### src/rtl/wave_seq_ctrl.sv
// Wave-table sequencer: fetches 32-bit wave words from a synchronous table and hands them one at a time to the DAC controller.
// Optional build macro WAVE_SEQ_ERR_ABORT_EN: a word completing with a recorded fault ends the run with an err_abort pulse.
module wave_seq_ctrl #(
  parameter int ADDR_W = 8,
  parameter int LOOP_W = 8
) (
  input  logic              clk,
  input  logic              rstn,
  input  logic              start,
  input  logic              stop,
  input  logic [ADDR_W-1:0] base_addr,
  input  logic [LOOP_W-1:0] loop_cnt,
  output logic              mem_rd,
  output logic [ADDR_W-1:0] mem_addr,
  input  logic [31:0]       mem_rdata,
  output logic              ww_req,
  output logic [31:0]       ww_word,
  input  logic              ww_done,
  input  logic              wave_done,
  input  logic              volmax_err,
  input  logic              slope_err,
  output logic              busy,
  output logic              seq_done,
  output logic              err_abort,
  output logic [1:0]        err_code,
  output logic [15:0]       word_cnt
);

  typedef enum logic [2:0] {
    S_IDLE,
    S_FETCH,
    S_LATCH,
    S_ISSUE,
    S_WAIT
  } state_t;

  state_t            state, state_nxt;
  logic [ADDR_W-1:0] addr, base;
  logic [LOOP_W-1:0] loops_left;
  logic              stop_pend;
  logic [1:0]        err_nxt;
  logic              ld_start, addr_inc, addr_rewind, loop_dec, done_nat;
`ifdef WAVE_SEQ_ERR_ABORT_EN
  logic              go_abort;
`endif

  // The current address register doubles as the registered read address.
  assign mem_addr = addr;

  always_ff @(posedge clk or negedge rstn) begin
    if (!rstn) state <= S_IDLE;
    else       state <= state_nxt;
  end

  always_comb begin
    state_nxt   = state;
    ld_start    = 1'b0;
    addr_inc    = 1'b0;
    addr_rewind = 1'b0;
    loop_dec    = 1'b0;
    done_nat    = 1'b0;
`ifdef WAVE_SEQ_ERR_ABORT_EN
    go_abort    = 1'b0;
`endif
    err_nxt = err_code;
    if (state == S_WAIT) err_nxt = err_code | {slope_err, volmax_err};

    case (state)
      S_IDLE: begin
        if (start && !stop) begin
          ld_start  = 1'b1;
          state_nxt = S_FETCH;
        end
      end
      S_FETCH: state_nxt = S_LATCH;
      S_LATCH: state_nxt = S_ISSUE;
      S_ISSUE: state_nxt = S_WAIT;
      S_WAIT: begin
        if (ww_done) begin
          // A stop arriving together with ww_done counts as pending.
          if (stop_pend || stop) begin
            state_nxt = S_IDLE;
`ifdef WAVE_SEQ_ERR_ABORT_EN
          end else if (err_nxt != 2'b00) begin
            state_nxt = S_IDLE;
            go_abort  = 1'b1;
`endif
          end else if (wave_done && loops_left == LOOP_W'(1)) begin
            state_nxt = S_IDLE;
            done_nat  = 1'b1;
          end else if (wave_done) begin
            state_nxt   = S_FETCH;
            addr_rewind = 1'b1;
            loop_dec    = (loops_left != '0);
          end else begin
            state_nxt = S_FETCH;
            addr_inc  = 1'b1;
          end
        end
      end
      default: state_nxt = S_IDLE;
    endcase
  end

  always_ff @(posedge clk or negedge rstn) begin
    if (!rstn) begin
      addr       <= '0;
      base       <= '0;
      loops_left <= '0;
      stop_pend  <= 1'b0;
      mem_rd     <= 1'b0;
      ww_req     <= 1'b0;
      ww_word    <= '0;
      busy       <= 1'b0;
      seq_done   <= 1'b0;
      err_code   <= 2'b00;
      word_cnt   <= '0;
    end else begin
      mem_rd   <= (state_nxt == S_FETCH);
      ww_req   <= (state_nxt == S_ISSUE);
      busy     <= (state_nxt != S_IDLE);
      seq_done <= done_nat;
      err_code <= ld_start ? 2'b00 : err_nxt;

      if (ld_start) begin
        addr       <= base_addr;
        base       <= base_addr;
        loops_left <= loop_cnt;
        word_cnt   <= '0;
      end else begin
        if (addr_inc)    addr <= addr + ADDR_W'(1);
        if (addr_rewind) addr <= base;
        if (loop_dec)    loops_left <= loops_left - LOOP_W'(1);
        if (state == S_ISSUE && word_cnt != 16'hFFFF) word_cnt <= word_cnt + 16'd1;
      end

      if (state == S_LATCH) ww_word <= mem_rdata;

      if (state_nxt == S_IDLE) stop_pend <= 1'b0;
      else if (stop)           stop_pend <= 1'b1;
    end
  end

`ifdef WAVE_SEQ_ERR_ABORT_EN
  always_ff @(posedge clk or negedge rstn) begin
    if (!rstn) err_abort <= 1'b0;
    else       err_abort <= go_abort;
  end
`else
  assign err_abort = 1'b0;
`endif

endmodule

### config.mk
export PLATFORM = sky130hd
export DESIGN_NAME = wave_seq_ctrl
export DESIGN_NICKNAME = d
export VERILOG_FILES = /design/src/rtl/wave_seq_ctrl.sv
export SDC_FILE = /design/constraint.sdc
export NUM_CORES = 1
export LEC_CHECK = 0
export BUFFER_PORTS_ARGS = -buffer_cell sky130_fd_sc_hd__buf_2
export CAP_MARGIN = 5
export CORE_ASPECT_RATIO = 1.1
export CORE_MARGIN = 10
export CORE_UTILIZATION = 53
export DETAILED_ROUTE_END_ITERATION = 12
export PLACE_DENSITY = 0.8
export REMOVE_ABC_BUFFERS = 1
export SETUP_SLACK_MARGIN = 0.5
export SLEW_MARGIN = 20
export SYNTH_ARGS = -nofsm -noshare
export SYNTH_HDL_FRONTEND = slang
export SYNTH_SLANG_ARGS = --single-unit
### constraint.sdc
create_clock -name clk -period 2.8 [get_ports clk]
set_input_delay 0.28 -clock clk [delete_from_list [all_inputs] [get_ports clk]]
set_output_delay 0.28 -clock clk [all_outputs]
set_load 0.05 [all_outputs]
==> flow_summary.json, run 1 <==
{
  "insertion_delay_ns": 0.35,
  "yosysSeqAreaShare_pct": 52.7,
  "die-area_um2": 11200,
  "setup_viol": 0,
  "async_flop_share_pct": 100,
  "drc_errors": 0,
  "drv_slew": 0,
  "num-fill-cells": 570,
  "clk_pin_slew_ns": 0.09,
  "synth_mux_area_share_pct": 10.6,
  "coreArea_um2": 7090,
  "fin_cells": 563,
  "globalplace.congestion": 0.914,
  "wirelength_um": 9670,
  "relSlewSlack_pct": 52.2,
  "fin_ws_ns": 0.795,
  "overflow": 0,
  "synth-simple-area-share_pct": 17.5,
  "num_vias": 3117,
  "placedCellCount": 547,
  "clock.fmax_mhz": 499,
  "synth_warnings": 0,
  "worstSetupPathType": "flop to flop",
  "grtUsageTotal_pct": 17.1,
  "hp-class": "input pin to asynchronous set/reset pin",
  "cpLargestDelayFamily": "simple AND/OR/NAND/NOR gates",
  "cts_resized": 0,
  "drtAntennaViolNets": 0,
  "initial_core_util_pct": 54.9,
  "ir_worst_vdd_mv": 0.587,
  "synth.avg_cell_area_um2": 11.0,
  "synthesis.area_um2": 3890,
  "cp.required_ns": 3.03,
  "cp_slowest_cell": "dfrtp_1",
  "crit_start": "loops_left[0]$_DFFE_PN0P_",
  "synth_xor_area_share_pct": 2.93,
  "cts.sinks": 82,
  "r2r-start": "loops_left[0]$_DFFE_PN0P_",
  "tightest_slew_ns": 0.717,
  "nNetsFinal": 534,
  "die_y_um": 110,
  "path_cells": "ha_1 > nor4b_2 > and2_1 > nor2_4 > a21o_4 > mux2_1",
  "crit_fanout": 13,
  "cts_buffers": 9,
  "clk_path_buf_depth": 2,
  "io_pins": 119,
  "layout_commonest_cell": "buf_2",
  "cts_max_level": 3,
  "layout_common_cells": "buf_2, dfrtp_1, nand2_1",
  "vias_per_cell": 5.54,
  "drt-initial-drc-count": 142,
  "grt_start_max_net_pins": 83,
  "fin_tns_setup_ns": 0,
  "antenna_found_initial": 1,
  "clock_skew_ns": 0.0142,
  "dpl.hpwl_um": 7280,
  "drive_gt1_share_pct": 39.5,
  "synth_edf_count": 0,
  "fin_crit_ns": 2.00,
  "status": "finished, violations left",
  "post_cts_buffers": 0,
  "place_area_um2": 4540,
  "powerDensity_nw_per_um2": 1230,
  "grt_pass1_wl_um": 15300,
  "critPathBufInv": 0,
  "ys_ff_latch": 82,
  "critPathCaptureType": "flop",
  "cap_violations": 0,
  "cts_tree": "built",
  "syn_inst": 354,
  "violations": "hold timing",
  "preCtsSetupSlack_ns": 0.828,
  "multi_input_comb_area_um2": 1730,
  "antenna_cells": 0,
  "synth_compound_area_share_pct": 11.7,
  "fin_crit_sh_pct": 71.6,
  "synth_top_family_by_area": "simple AND/OR/NAND/NOR gates",
  "rsz0062_at_grt": "no",
  "portBuffers": 117,
  "hold_violations": 60,
  "cts_root_buffer": "clkbuf_8",
  "hold_buffers": 0,
  "register_area_um2": 2050,
  "synth_flop_cell": "dfrtp_1",
  "synth_fa_ha_area_share_pct": 1.61,
  "max_stage_delay_ns": 0.44,
  "hold_ws_ns": -0.0391,
  "firstDrtPassIters": 5,
  "critical_path_arrival_ns": 2.23,
  "total_power_uw": 5900,
  "yosysUniqueCellTypes": 56,
  "die_x_um": 102,
  "std_cell_rows": 32,
  "grt_pass1_vias": 3049,
  "p_leak_uw": 0.00228,
  "fin_area_um2": 4780,
  "cp-start-kind": "flop",
  "syn_to_final_growth_pct": 22.8,
  "wl_per_cell_um": 17.2
}
[stage by stage]
step,hold slack (ns),util [%]
finish,-0.0391,67.4
global route,0.0240,67.4
CTS,0.138,67.4
detailed placement,0.462,64.1
global placement,0.460,64.1
floorplan,-0.0156,-
[kinds of logic (layout without fill, tap and decap cells)]
kind of cell	Yosys count	in the layout
XOR/XNOR	13	13
adder cells (fa/ha/maj)	5	5
AND/OR/NAND/NOR	128	128
buffers and inverters	22	146
AO/OA/AOI/OAI	66	66
multiplexers	37	37
flip-flops	82	82
other	1	1
[registers in the layout (all words and copies together) (netlist names)]
signal / count
ww_word: 32
word_cnt: 16
base: 8
loops_left: 8
mem_addr: 8
state: 3
err_code: 2
busy: 1
mem_rd: 1
seq_done: 1
stop_pend: 1
ww_req: 1
[where the power goes]
part	total, uW	leakage [uW]	internal [uW]	switching [uW]
sequential	2030	0.00101	1670	369
clock	982	0.000116	556	426
combinational	2880	0.00115	876	2000
[cells in the mapped netlist (2+ instances only)]
cell type | n | area [um2]
dfrtp_1 | 82 | 2050
nand2_1 | 35 | 131
mux2_2 | 32 | 360
nor2_1 | 27 | 101
a21oi_1 | 21 | 105
nand3_1 | 15 | 75.1
xor2_1 | 11 | 96.3
o21ai_0 | 10 | 50.1
nor3_1 | 9 | 45.0
inv_1 | 8 | 30.0
buf_2 | 7 | 35.0
nand4_1 | 7 | 43.8
o211ai_1 | 6 | 45.0
ha_1 | 5 | 62.6
a311oi_1 | 4 | 35.0
a31oi_1 | 4 | 25.0
mux2i_1 | 4 | 40.0
and2_1 | 3 | 18.8
and3_1 | 3 | 18.8
clkbuf_1 | 3 | 11.3
nor2_2 | 3 | 18.8
nor2b_1 | 3 | 18.8
o21ai_1 | 3 | 15.0
o31ai_1 | 3 | 22.5
or3_1 | 3 | 18.8
or4_1 | 3 | 22.5
a21oi_2 | 2 | 17.5
and4_1 | 2 | 17.5
buf_4 | 2 | 15.0
buf_6 | 2 | 22.5
nand2b_1 | 2 | 12.5
nand4_2 | 2 | 25.0
nand4b_1 | 2 | 17.5
nor3_2 | 2 | 20.0
o2bb2ai_1 | 2 | 17.5
xnor2_1 | 2 | 17.5
[worst paths after layout]
kind / end / slack, ns / cells past startpoint
min in group clk: base[0]$_DFFE_PN0P_ / 0.14 / 3
min: ww_word[6]$_DFFE_PN0N_ / -0.04 / 1
max reg2reg: loops_left[1]$_DFFE_PN0P_ / 0.80 / 6
min reg2reg: base[4]$_DFFE_PN0P_ / 0.48 / 2
max in group asynchronous: word_cnt[9]$_DFFE_PN0P_ / 2.35 / 1
max: loops_left[1]$_DFFE_PN0P_ / 0.80 / 6
[per-layer routing]
metal | vias to the layer above | part of all wire, % | track usage [%]
met5 | - | 0.13 | 0
met4 | 2 | 0.99 | 5.11
met3 | 12 | 12 | 6.40
met2 | 125 | 45 | 27.4
met1 | 1459 | 42 | 21.2
li1 | 1519 | - | -
[cell type report]
cell class / count / share of cell area, %
inverter: 8 / 0.628
sequential: 82 / 42.9
clock inverter: 5 / 1.78
timing repair buffer: 122 / 13.2
tap: 85 / 2.23
multi-input combinational: 250 / 36.1
clock buffer: 11 / 3.17
Note: power is estimated with default switching activity, not from simulation.
==> run 2: changes to the inputs <==
Settings changed: CORE_UTILIZATION 53 to 51, PLACE_DENSITY 0.8 to 0.77.
Clock period 2.8 ns to 1.9 ns, I/O delays scaled along.
==> flow_summary.json, run 2 (synthesis gave the netlist of run 1 again) <==
{
  "status": "complete, no violations",
  "combPwrFrac_pct": 55.4,
  "fin_cells": 620,
  "layout_common_cells": "buf_2, dfrtp_1, buf_4",
  "firstDrtPassIters": 4,
  "drv_slew": 0,
  "rsz0062_at_grt": "yes",
  "p_switching_uw": 4700,
  "antenna_found_initial": 0,
  "overflow": 0,
  "hp-class": "input pin to flop",
  "clock.fmax_mhz": 585,
  "clockPowerShare_pct": 15.0,
  "cts.sinks": 82,
  "relSlewSlack_pct": 63.6,
  "cts_max_level": 3,
  "critical_path_arrival_ns": 1.93,
  "clk_pin_slew_ns": 0.10,
  "placedCellCount": 558,
  "wl_per_cell_um": 19.5,
  "critPathCaptureType": "flop",
  "cts_root_buffer": "clkbuf_8",
  "top_regs": "ww_word x32, word_cnt x16",
  "setup_viol": 0,
  "drc_errors": 0,
  "grt_start_max_net_pins": 44,
  "grt_pass1_vias": 3578,
  "crit_fanout": 4,
  "vias_per_cell": 5.61,
  "die-area_um2": 11500,
  "cts_tree": "built",
  "regMostFlops": "ww_word",
  "switching_share_pct": 45.3,
  "antenna_cells": 0,
  "coreArea_um2": 7430,
  "initial_core_util_pct": 52.4,
  "fin_crit_ns": 1.71,
  "nNetsFinal": 589,
  "final_util_pct": 76.7,
  "wirelength_um": 12100,
  "fin_crit_sh_pct": 90.0,
  "die_x_um": 103,
  "ir_worst_vdd_mv": 0.887,
  "cap_violations": 0,
  "grt_pass1_wl_um": 18200,
  "globalplace.congestion": 0.897,
  "io_pins": 119,
  "syn_to_final_growth_pct": 46.5,
  "cp.required_ns": 2.12,
  "die_y_um": 112,
  "largest_reg_flops": 32,
  "std_cell_rows": 33,
  "num_vias": 3477,
  "grtUsageTotal_pct": 19.6,
  "worstSetupPathType": "flop to flop",
  "hold_violations": 0,
  "clk_path_buf_depth": 2,
  "dpl.hpwl_um": 7530,
  "hold_ws_ns": 0.0466,
  "pwr-share-seq_pct": 29.6,
  "clock_skew_ns": 0.0156,
  "drtAntennaViolNets": 0,
  "p_leak_uw": 0.00276,
  "cp-start-kind": "flop",
  "insertion_delay_ns": 0.35,
  "drt-initial-drc-count": 201,
  "drive_gt1_share_pct": 53.3,
  "p_int_uw": 5670,
  "portBuffers": 117,
  "cts_buffers": 9,
  "tightest_slew_ns": 0.546,
  "layout_commonest_cell": "buf_2",
  "powerDensity_nw_per_um2": 1820
}
-- run 2: final timing paths --
| path | from | end | slack (ns) | depth (start not counted) |
|---|---|---|---|---|
| min reg2reg | base[4]$_DFFE_PN0P_ | base[4]$_DFFE_PN0P_ | 0.48 | 2 |
| max reg2reg | state[1]$_DFF_PN0_ | loops_left[1]$_DFFE_PN0P_ | 0.19 | 5 |
| max in group asynchronous | rstn | word_cnt[10]$_DFFE_PN0P_ | 0.90 | 3 |
| max | state[1]$_DFF_PN0_ | loops_left[1]$_DFFE_PN0P_ | 0.19 | 5 |
| min | base_addr[0] | base[0]$_DFFE_PN0P_ | 0.05 | 3 |
| min in group asynchronous | rstn | ww_word[23]$_DFFE_PN0N_ | 0.37 | 2 |
-- run 2: area by class of cell --
| cell class | instances | area [um2] |
|---|---|---|
| well taps | 87 | 109 |
| inverters | 8 | 30.0 |
| clock buffers | 9 | 124 |
| repair buffers | 177 | 1190 |
| clock inverters | 7 | 125 |
| fillers | 474 | 1730 |
| multi-input cells | 250 | 2060 |
| flip-flops and latches | 82 | 2060 |
-- run 2: stage by stage --
| stage | area (um2) | setup TNS [ns] | worst slack, ns | power [uW] |
|---|---|---|---|---|
| 5_1_grt | 5700 | 0 | 0.124 | 10900 |
| 3_3_place_gp | 4630 | 0 | 0.134 | 7260 |
| 3_5_place_dp | 4630 | -0.0284 | -0.0284 | 7410 |
| 2_1_floorplan | 3810 | -4.76 | -0.188 | 6170 |
| 6_report | 5700 | 0 | 0.190 | 10400 |
| 4_1_cts | 5480 | 0 | 0.203 | 9950 |
-- run 2: routing by layer --
metal	vias up	global-route usage [%]	routed length, um
met1	1676	24.0	4890
met4	0	7.71	232
met5	-	0	0
met2	164	32.4	5970
li1	1617	-	-
met3	20	4.45	1010
-- run 2: critical path, stage by stage, from the launching register on --
cell and delay, ns:
dfrtp_2 0.47, nor3b_4 0.30, nand4_2 0.17, nor2_4 0.19, a21o_4 0.15, mux2_4 0.30
-- run 2: power by group through the flow --
stage               Sequential [uW]  Combinational (uW)  Clock, uW
global route                   3170                6060       1660
CTS                            3000                5370       1570
global placement               2970                4280          0
detailed placement             3020                4380          0
finish                         3070                5750       1550
floorplan                      4740                1440          0
-- run 2: timing repair --
item / CTS / global route
endpoints found under the hold margin: 39 / 0
setup buffers: 34 / 7
endpoints found under the setup margin: 78 / 78
hold buffers: 1 / 0
pin swaps: 23 / 18
cloned: 4 / 0
resized for setup: 64 / 46
==> run 3: changes to the inputs <==
Settings changed: BUFFER_PORTS_ARGS -buffer_cell sky130_fd_sc_hd__buf_2 to default, CORE_UTILIZATION 51 to 53, DONT_BUFFER_PORTS from default to 1, PLACE_DENSITY 0.77 to 0.66.
==> flow_summary.json, run 3 (synthesis gave the netlist of run 1 again) <==
{
  "coreArea_um2": 7090,
  "cp_slowest_cell": "dfrtp_2",
  "grt_start_max_net_pins": 83,
  "overflow": 0,
  "fin_crit_sh_pct": 91.1,
  "cts.sinks": 82,
  "worstSetupPathType": "flop to flop",
  "timing.rr.end": "stop_pend$_DFFE_PN0P_",
  "drive_gt1_share_pct": 41.0,
  "num_vias": 3318,
  "antenna_found_initial": 0,
  "critPathCaptureType": "flop",
  "p_leak_uw": 0.00246,
  "cts_tree": "built",
  "initial_core_util_pct": 54.9,
  "hold_ws_ns": -0.470,
  "die_x_um": 102,
  "num-fill-cells": 430,
  "syn_to_final_growth_pct": 43.7,
  "top_regs": "ww_word x32, word_cnt x16",
  "std_cell_rows": 32,
  "status": "finished, violations left",
  "regMostFlops": "ww_word",
  "nNetsFinal": 539,
  "r2r-start": "state[1]$_DFF_PN0_",
  "rsz0062_at_grt": "yes",
  "critical_path_arrival_ns": 2.01,
  "portBuffers": 0,
  "powerDensity_nw_per_um2": 1690,
  "clock_skew_ns": 0.00806,
  "globalplace.congestion": 0.859,
  "largest_reg_flops": 32,
  "r2r_slack_ns": 0.17,
  "tightest_slew_ns": 0.525,
  "ff2ff_path_depth": 7,
  "clk_path_buf_depth": 2,
  "place_area_um2": 4220,
  "antenna_cells": 0,
  "drv_slew": 0,
  "insertion_delay_ns": 0.35,
  "layout_commonest_cell": "dfrtp_1",
  "fin_area_um2": 5590,
  "fin_ws_ns": 0.170,
  "firstDrtPassIters": 4,
  "cp.required_ns": 2.18,
  "die-area_um2": 11200,
  "grt_pass1_wl_um": 17600,
  "cp-start-kind": "flop",
  "drt-initial-drc-count": 174,
  "dpl.hpwl_um": 7020,
  "preCtsSetupSlack_ns": 0.0349,
  "max_stage_delay_ns": 0.44,
  "io_pins": 119,
  "path_cells": "buf_4 > nor2_4 > and3_4 > buf_6 > a41oi_4 > a31oi_2 > nor2b_1",
  "ir_worst_vdd_mv": 0.841,
  "hp-class": "input pin to asynchronous set/reset pin",
  "cts_root_buffer": "clkbuf_8",
  "setup_viol": 0,
  "layout_common_cells": "dfrtp_1, buf_4, dlygate4sd3_1",
  "crit_start": "state[1]$_DFF_PN0_",
  "hold_violations": 82,
  "cts_max_level": 3,
  "clk_pin_slew_ns": 0.08,
  "grtUsageTotal_pct": 19.9,
  "wl_per_cell_um": 20.7,
  "grt_pass1_vias": 3393,
  "drc_errors": 0,
  "wirelength_um": 11700,
  "cap_violations": 0,
  "cts_buffers": 9,
  "die_y_um": 110,
  "drtAntennaViolNets": 0,
  "violations": "hold timing",
  "crit_fanout": 5,
  "vias_per_cell": 5.84,
  "relSlewSlack_pct": 65.0,
  "clock.fmax_mhz": 578,
  "fin_crit_ns": 1.73
}
## run 3: changes by cell type in the layout (fill, tap and decap cells not counted), sizes merged
| cell | delta |
|---|---|
| buf | -90 |
| dlygate4sd3 | +40 |
| clkbuf | +4 |
| bufinv | -3 |
| clkinv | +1 |
| clkinvlp | -1 |
| inv | -1 |
## run 3: area by class of cell
type | instances | area [um2] | area share [%]
Clock buffer | 13 | 169 | 3.02
Clock inverter | 3 | 21.3 | 0.380
Inverter | 8 | 30.0 | 0.537
Multi-Input combinational cell | 250 | 2000 | 35.7
Sequential cell | 82 | 2060 | 36.9
Tap cell | 85 | 106 | 1.90
Timing Repair Buffer | 127 | 1200 | 21.5
## run 3: worst max-delay path by stage
stage                                      to  slack, ns
finish                  stop_pend$_DFFE_PN0P_       0.17
CTS                 loops_left[1]$_DFFE_PN0P_       0.23
floorplan           loops_left[1]$_DFFE_PN0P_      -0.19
global route          mem_addr[1]$_DFFE_PN0P_        0.1
global placement    loops_left[1]$_DFFE_PN0P_       0.12
detailed placement  loops_left[1]$_DFFE_PN0P_       0.03
## run 3: report_power, final
group	switching (uW)	total [uW]	internal, uW
Combinational	1810	3730	1920
Sequential	2080	4530	2450
Clock	627	1210	586
## run 3: critical path, delay by kind of cell, from the launching register on
kind,cells,cell delay (ns)
DFF,1,0.44
and+or+nand+nor,3,0.61
AOI/OAI and AO/OA,2,0.33
buffers and inverters,2,0.28
## run 3: per-layer routing
layer | global-route usage (%) | wire length [um] | up-vias
li1 | - | - | 1530
met1 | 23.9 | 4560 | 1638
met2 | 33.0 | 5740 | 135
met3 | 7.47 | 1290 | 15
met4 | 5.42 | 146 | 0
met5 | 0 | 0 | -
## run 3: what timing repair did
action | 4_1_cts | 5_1_grt
hold buffers | 40 | 1
setup buffers | 33 | 12
gates cloned | 2 | 0
pin swaps | 26 | 25
gates resized for setup | 63 | 40
setup endpoints to repair | 78 | 74
endpoints found under the hold margin | 122 | 83
## run 3: per-stage QoR
| step | setup TNS, ns | power, uW | std cells | util (%) |
|---|---|---|---|---|
| floorplan | -4.76 | 6170 | 340 | - |
| global placement | 0 | 6880 | 464 | 59.5 |
| detailed placement | 0 | 6990 | 464 | 59.5 |
| CTS | 0 | 9040 | 555 | 75.4 |
| global route | 0 | 9920 | 568 | 78.9 |
| finish | 0 | 9470 | 568 | 78.9 |
